===== config.mk =====
export PLATFORM = sky130hd
export DESIGN_NAME = multicycle_control_unit
export DESIGN_NICKNAME = d
export VERILOG_FILES = /design/src/rtl/multicycle_control_unit.sv
export SDC_FILE = /design/constraint.sdc
export NUM_CORES = 1
export LEC_CHECK = 0
export CAP_MARGIN = 10
export CORE_MARGIN = 2
export CORE_UTILIZATION = 41
export CTS_BUF_LIST = sky130_fd_sc_hd__clkbuf_16
export DETAILED_ROUTE_END_ITERATION = 16
export DONT_BUFFER_PORTS = 1
export PLACE_DENSITY = 0.52
export RECOVER_POWER = 50
export SKIP_LAST_GASP = 1
export SYNTH_ARGS = -nofsm -noshare
export SYNTH_HDL_FRONTEND = slang
export SYNTH_SLANG_ARGS = --single-unit

===== constraint.sdc =====
create_clock -name CLK -period 3.9 [get_ports CLK]
set_input_delay 0.78 -clock CLK [delete_from_list [all_inputs] [get_ports CLK]]
set_output_delay 0.78 -clock CLK [all_outputs]
set_load 0.02 [all_outputs]

===== src/rtl/multicycle_control_unit.sv =====
// Multicycle MIPS-subset control unit: sequences IF/ID/EXE/MEM/WB and retires instructions.
// Outputs are combinational from state/Opcode/flags, one state per CLK; no backpressure.
module multicycle_control_unit (
    input  logic        CLK,
    input  logic        Reset,
    input  logic [5:0]  Opcode,
    input  logic        zero,
    input  logic        sign,
    output logic [2:0]  state,
    output logic        PCWre,
    output logic        IRWre,
    output logic        RegWre,
    output logic        mRD,
    output logic        mWR,
    output logic        ALUSrcA,
    output logic        ALUSrcB,
    output logic        ExtSel,
    output logic        DBDataSrc,
    output logic        WrRegDSrc,
    output logic [1:0]  RegDst,
    output logic [1:0]  PCSrc,
    output logic [2:0]  ALUOp,
    output logic [31:0] icount
);

    typedef enum logic [2:0] {
        S_IF     = 3'b000,
        S_ID     = 3'b001,
        S_EXE_LS = 3'b010,
        S_MEM    = 3'b011,
        S_WB_LD  = 3'b100,
        S_EXE_BR = 3'b101,
        S_EXE_AL = 3'b110,
        S_WB_AL  = 3'b111
    } state_e;

    localparam logic [5:0] OP_ADD   = 6'b000000;
    localparam logic [5:0] OP_SUB   = 6'b000001;
    localparam logic [5:0] OP_ADDI  = 6'b000010;
    localparam logic [5:0] OP_OR    = 6'b010000;
    localparam logic [5:0] OP_AND   = 6'b010001;
    localparam logic [5:0] OP_ORI   = 6'b010010;
    localparam logic [5:0] OP_SLL   = 6'b011000;
    localparam logic [5:0] OP_SLT   = 6'b100110;
    localparam logic [5:0] OP_SLTIU = 6'b100111;
    localparam logic [5:0] OP_SW    = 6'b110000;
    localparam logic [5:0] OP_LW    = 6'b110001;
    localparam logic [5:0] OP_BEQ   = 6'b110100;
    localparam logic [5:0] OP_BLTZ  = 6'b110110;
    localparam logic [5:0] OP_J     = 6'b111000;
    localparam logic [5:0] OP_JR    = 6'b111001;
    localparam logic [5:0] OP_JAL   = 6'b111010;
    localparam logic [5:0] OP_HALT  = 6'b111111;

    state_e      state_q, state_d;
    logic        fetch_armed_q;
    logic [31:0] icount_q, icount_d;

    logic is_add, is_sub, is_addi, is_or, is_and, is_ori, is_sll, is_slt, is_sltiu;
    logic is_sw, is_lw, is_beq, is_bltz, is_j, is_jr, is_jal, is_halt;
    logic is_alu, is_br, is_ls, is_jmp, is_illegal;
    logic pc_final;

    assign is_add   = (Opcode == OP_ADD);
    assign is_sub   = (Opcode == OP_SUB);
    assign is_addi  = (Opcode == OP_ADDI);
    assign is_or    = (Opcode == OP_OR);
    assign is_and   = (Opcode == OP_AND);
    assign is_ori   = (Opcode == OP_ORI);
    assign is_sll   = (Opcode == OP_SLL);
    assign is_slt   = (Opcode == OP_SLT);
    assign is_sltiu = (Opcode == OP_SLTIU);
    assign is_sw    = (Opcode == OP_SW);
    assign is_lw    = (Opcode == OP_LW);
    assign is_beq   = (Opcode == OP_BEQ);
    assign is_bltz  = (Opcode == OP_BLTZ);
    assign is_j     = (Opcode == OP_J);
    assign is_jr    = (Opcode == OP_JR);
    assign is_jal   = (Opcode == OP_JAL);
    assign is_halt  = (Opcode == OP_HALT);

    assign is_alu     = is_add | is_sub | is_addi | is_or | is_and | is_ori | is_sll | is_slt | is_sltiu;
    assign is_br      = is_beq | is_bltz;
    assign is_ls      = is_lw | is_sw;
    assign is_jmp     = is_j | is_jr | is_jal;
    assign is_illegal = ~(is_alu | is_br | is_ls | is_jmp | is_halt);

    always_comb begin
        state_d = state_q;
        case (state_q)
            // The first edge after reset only loads the IR; fetch advances from the second edge on.
            S_IF:     state_d = fetch_armed_q ? S_ID : S_IF;
            S_ID: begin
                if (is_alu)       state_d = S_EXE_AL;
                else if (is_br)   state_d = S_EXE_BR;
                else if (is_ls)   state_d = S_EXE_LS;
                else if (is_halt) state_d = S_ID;
                else              state_d = S_IF;
            end
            S_EXE_AL: state_d = S_WB_AL;
            S_WB_AL:  state_d = S_IF;
            S_EXE_BR: state_d = S_IF;
            S_EXE_LS: state_d = S_MEM;
            S_MEM:    state_d = is_lw ? S_WB_LD : S_IF;
            S_WB_LD:  state_d = S_IF;
            default:  state_d = S_IF;
        endcase
    end

    assign pc_final = (state_q == S_WB_AL) || (state_q == S_EXE_BR) || (state_q == S_WB_LD)
                   || ((state_q == S_MEM) && is_sw)
                   || ((state_q == S_ID) && (is_jmp || is_illegal));

    always_comb begin
        PCWre  = Reset & pc_final;
        IRWre  = Reset & (state_q == S_IF);
        RegWre = Reset & ((state_q == S_WB_AL) || (state_q == S_WB_LD) || ((state_q == S_ID) && is_jal));
        mRD    = Reset & (state_q == S_MEM) & is_lw;
        mWR    = Reset & (state_q == S_MEM) & is_sw;

        ALUSrcA   = is_sll;
        ALUSrcB   = is_addi | is_ori | is_sltiu | is_lw | is_sw;
        ExtSel    = ~(is_ori | is_sltiu);
        DBDataSrc = is_lw;
        WrRegDSrc = ~is_jal;

        RegDst = 2'b10;
        if (is_jal)                                    RegDst = 2'b00;
        else if (is_addi || is_ori || is_sltiu || is_lw) RegDst = 2'b01;

        ALUOp = 3'b000;
        if (is_sub || is_br)     ALUOp = 3'b001;
        else if (is_or || is_ori) ALUOp = 3'b011;
        else if (is_and)          ALUOp = 3'b100;
        else if (is_sll)          ALUOp = 3'b010;
        else if (is_slt)          ALUOp = 3'b110;
        else if (is_sltiu)        ALUOp = 3'b101;

        PCSrc = 2'b00;
        if (state_q == S_EXE_BR) begin
            if ((is_beq && zero) || (is_bltz && sign)) PCSrc = 2'b01;
        end else if (state_q == S_ID) begin
            if (is_j || is_jal) PCSrc = 2'b11;
            else if (is_jr)     PCSrc = 2'b10;
        end
    end

    assign icount_d = PCWre ? icount_q + 32'd1 : icount_q;
    assign state    = state_q;
    assign icount   = icount_q;

    always_ff @(posedge CLK or negedge Reset) begin
        if (!Reset) begin
            state_q       <= S_IF;
            fetch_armed_q <= 1'b0;
            icount_q      <= 32'd0;
        end else begin
            state_q       <= state_d;
            fetch_armed_q <= 1'b1;
            icount_q      <= icount_d;
        end
    end

endmodule

After elaboration in Yosys (flattened, before gate mapping)
Cells that the tools add are included.

word-level totals
  register bits after elaboration = 36
  input port bits = 10
  output and inout bits = 52

cells by class
  add/sub/neg operators = 1
  equality and inequality tests = 23
  mux-type cells = 20
  bitwise logic cells = 30
  reductions and logical operators = 22

operators by type and width
  operator                 number
  $eq A6 B6 Y1 const B     10
  $add A32 B1 Y32 const B  1
  $mux W3                  9
  $eq A6 B5 Y1 const B     4
  $or A1 B1 Y1             21
  $pmux W3 S6              1
  $logic_or A1 B1 Y1       14
  $mux W2                  7
  $eq A3 B3 Y1 const B     4
  $and A1 B1 Y1            6
  $eq A3 B2 Y1 const B     2
  $eq A6 B1 Y1 const B     1
  $eq A6 B2 Y1 const B     1
  $logic_not A6 Y1         1
  $logic_and A1 B1 Y1      5
  $eq A3 B1 Y1 const B     1
  $logic_not A3 Y1         1
  $mux W1                  3
  $not A1 Y1               3
  $reduce_or A3 Y1         1

Logic depth before layout (Yosys ltp)
  word-level depth = 18
  mapped depth = 7
  mapped depth without buffers = 5

Least setup slack after synthesis
Ideal clock, no wire load.

  path type = input-to-output
  from = in Opcode[0]
  to = out RegDst[1]
  arrival time = 2059 ps
  required time = 3120 ps
  setup slack = 1061 ps
  stages on the path = 6
  cells stage by stage = buf_4 clkbuf_1 and2_1 o21ai_0 a21oi_1 nor2_1

on the way
  cells in the longest elaborated chain, start to end = 6
  elaborated cells on any way between the ends = 10

RTL lines
  what                                          RTL line  RTL
  start, declared                               6         input logic [5:0] Opcode,
  $eq A6 B2 Y1 or $eq A6 B5 Y1 (tied branches)  66, 69
  $logic_or A1 B1 Y1 (3 in series)              129       else if (is_addi || is_ori || is_sltiu || is_lw) RegDst = 2'b01;
  $mux W2                                       129
  $mux W2 *                                     128       if (is_jal) RegDst = 2'b00;
  end, declared                                 20        output logic [1:0] RegDst,

Mark *: on every way between the ends. The rest lies on a longest branch, timed or not.

Worst setup path in the final report
  from = reg state_q[0] (netlist: state[0])
  to = out PCWre

on the way
  cells in the longest elaborated chain, start to end = 6
  elaborated cells on any way between the ends = 12

RTL lines
  what                              RTL line  RTL
  start, declared                   55        state_e state_q, state_d;
  start signal, assigned            158       state_q <= state_d;
  $eq A3 B3 Y1                      110       assign pc_final = (state_q == S_WB_AL) || (state_q == S_EXE_BR) || (state_q == S_WB_LD)
  $logic_or A1 B1 Y1 (2 in series)  110
  $logic_or A1 B1 Y1                111       || ((state_q == S_MEM) && is_sw)
  $logic_or A1 B1 Y1 *              112       || ((state_q == S_ID) && (is_jmp || is_illegal));
  $and A1 B1 Y1 *                   115       PCWre = Reset & pc_final;
  end, declared                     10        output logic PCWre,

Marked as above.

==> impl.org <==
** Timing
- Measured against its own limit, the worst slew margin works out to between 30% and 40%.
- Final critical-path required period :: 3.060 ns
- Crit share post-route :: 78.46%
- Between clock sinks in the finished design, the worst skew comes to between 0.005 and 0.006 ns.
- Tightest Pin Transition :: between 0.9 and 1 ns
- Unrepaired setup endpoints after global routing :: no
- The count of final hold-check violations is 0.
- Total setup violations reported at the end of the flow :: 0
- Sum Neg Setup Slack :: 0 ns
- The max-slew violation count was 0.
- Timing would allow up to 326.8 MHz.

** Global routing
- Pin count of the biggest net entering global routing :: 43
- Vias in the first global route :: approximately 1700
- Total overflow reported by the global router :: 0
- Number of antenna violations at the first check in global routing :: 0
- Global routing usage summed across all routing layers :: 16.85%
- Wire length of the first global-routing pass :: 8397 um

** Routing
- After detailed routing, the number of remaining DRC violations is 0.
- Via/cell ratio :: 5.962
- The detail route stage leaves a number of antenna-violating nets equal to 0.
- Number of optimization iterations in the first detailed-route pass :: 4
- Initial DRC count :: 87
- Final wirelength :: 4966 um
- After detailed routing, the average wire length per cell comes to about 17 um.
- The detailed router placed 1735 vias in this run.

** Min path
- In this run the worst hold path is classified as in -> async.

** Power and ir drop
- Worst-case vdd ir drop :: 0.3542 mV
- Pleak :: 0.9408 nW
- Power spread over the standard cell area amounts to approximately 480 nW/um^2.
- The design draws 0.001141 W.

** Critical path
- The startpoint identified for the worst register-to-register timing path is state[0].
- The signal on the critical path passes through nor3b_2 -> nand2_1 -> nor4b_4 -> buf_4 -> or2_1.
- Timing endpoint of the critical path :: PCWre
- On the worst path, the slowest cell contributes a delay of 0.60 ns.
- The setup check on the worst reg-to-reg path leaves a slack of 1.42 ns.
- Counting cells, the worst reg-to-reg path comes to 6.
- Reg2reg end :: icount[1]
- Worst-path fanout max :: 31
- The critical path is of the reg -> out type.
- The worst setup path is captured at an output pin.
- Worst path required time :: 3.12 ns
- Data on the critical path arrives at its endpoint at 2.28 ns.
- Slowest CP cell :: dfrtp_1
- The worst setup path is launched from a flop.
- Critical Path Source :: state[0]

** Clock tree
- Post-CTS setup buffer count :: 0
- Clock tree synthesis found a total of 36 sinks.
- CTS built an H-tree with a depth of 2.
- Post-CTS repair changed the size of 0 cells.
- The number of hold buffers added after CTS was 0.
- CTS clk-pin slew, worst paths :: 0.05 ns
- The clock passes through at most 2 buffers.
- Root cell of the clock tree :: clkbuf_16
- TritonCTS built the clock tree.
- Clock latency on the worst-skew pair, taken at its later pin, is ~0.27 ns.
- Number of buffers created by CTS :: 5

** Logic synthesis
- Main flop type after synthesis :: dfrtp_1
- After synthesis the netlist holds a flip-flop and latch count of 36.
- Commonest cells in the synthesized netlist :: dfrtp_1 (36), xnor2_1 (31), nor2_1 (15), o2111ai_1 (15)
- Syn Inst Count :: 232
- Share of flip-flops with an asynchronous set or reset :: 100.0%
- The cell area that synthesis handed to floorplanning was 2251 um^2.
- Synthesized netlist net count :: 243
- Yosys printed 0 warnings.
- Post-synth EDFFs :: 0
- Area share of the largest cell type after synthesis :: 40.02%
- Post-Synthesis Mean Instance Area :: between 9 and 10 um^2
- Number of distinct library cell variants in the gate-level netlist after synthesis :: 44
- The most common cell in the synthesized netlist is dfrtp_1.
- Synth top area cells :: dfrtp_1 (40%), xnor2_1 (12%), o2111ai_1 (5.8%)
- Sequential elements use 40.02% of the synthesized area.
- Post-synth top area cell :: dfrtp_1

** Final layout
- Cells fill roughly 46% of the core in the end.
- After filler insertion, the fill cell instance count of the layout stands at 489.
- Excluding fillers, the count of instances in the completed layout stands at 291.
- Area of all placed cells without fillers :: roughly 2400 um^2
- The number of antenna diodes in the final layout is 0.
- Area overhead of the layout relative to synthesis :: 6.059%
- Cells with a size suffix above 1 make up 5.882% of the layout.
- The net count of the finished layout is 232.

** Floorplanning
- The die covers a little over 6000 um^2.
- During I/O placement, the number of pins put on the boundary was 62.
- The total area inside the core boundary comes to 5205 um^2.
- For this configuration, the core starts out at a cell density of approximately 43%.
- The floorplan has 26 rows.
- Vertical die dimension :: 78.10 um
- Width of the chip :: 78.10 um

** Placement
- Dpl cells :: ~280
- Detail Placement HPWL :: 3427 um
- The count of buffers added on input and output ports is 0.
- Cell area after placement :: 2256 um^2
- Gp weighted congestion :: 0.8128

** Outcome
- The flow ran to the end, and the final reports show no timing, DRC or antenna violations.

** Run
- The tool flagged a number of max-cap violations equal to 0.
## cells by family after synthesis
| group | Yosys count | synth area share (%) |
|---|---|---|
| simple gates | 83 | 23.07 |
| compound gates | 53 | 17.12 |
| flops | 36 | 40.02 |
| xor+xnor | 32 | 12.45 |
| buf+inv | 23 | 5.225 |
| mux | 3 | 1.390 |
| fa+ha+maj | 1 | 0.5558 |
| other cells | 1 | 0.1666 |
## state kept, by name, indices dropped and copies added, names as in the netlist
| signal | flops |
|---|---|
| state | 3 |
| fetch_armed_q | 1 |
| icount | 32 |
## metrics by stage
stage          hold WS (ns)  setup WS (ns)
2_1_floorplan        0.4844          1.061
3_3_place_gp         0.4853          1.079
3_5_place_dp         0.4854          1.054
4_1_cts              0.1970         0.8645
5_1_grt              0.1864         0.7184
6_report             0.2015         0.8402
## routing by layer
layer / wire length, um / vias up / GRT usage (%)
li1: - / 833 / -
met2: 2230 / 57 / 25.34
met4: 26 / 0 / 3.684
met3: 320 / 4 / 5.517
met5: 0 / - / 0
met1: 2388 / 841 / 23.72
## layout by cell type (no fill, tap or decap), drive strengths merged, types with 5 or more instances in the layout
cell type / count
nor2b: 5
dfrtp: 36
nand3: 6
a21oi: 10
and3: 10
clkbuf: 5
nor2: 15
and2: 6
xnor2: 31
o2111ai: 15
nand2: 7
and4: 9
o211ai: 9
o21ai: 11
## worst min path at each step
stage / start / endpoint / slack [ns]
floorplan: Reset / fetch_armed_q / 0.48
global placement: Reset / icount[10] / 0.49
detailed placement: Reset / icount[10] / 0.49
CTS: Reset / icount[14] / 0.20
global route: Reset / icount[30] / 0.19
finish: Reset / icount[20] / 0.20
## cell type report
class,instances,area (um^2),share of cell area [%]
Multi-Input combinational cell,173,1239,51.89
Sequential cell,36,900.9,37.74
Clock buffer,5,125.1,5.241
Tap cell,70,87.58,3.669
Timing Repair Buffer,2,15.01,0.6289
Inverter,3,11.26,0.4717
Clock inverter,2,8.758,0.3669
## where the power goes
part           internal [W]  switching (W)
Combinational     0.0000867       0.000158
Sequential         0.000411       0.000121
Clock              0.000229       0.000135
## worst max-delay path: cells and delay by family, from the launching register on
kind	cells	cell delay (ns)
flip-flops	1	0.60
AND/OR/NAND/NOR	4	1.08
buffers and inverters	1	0.33
No activity file was read; power rests on OpenSTA's default activity.
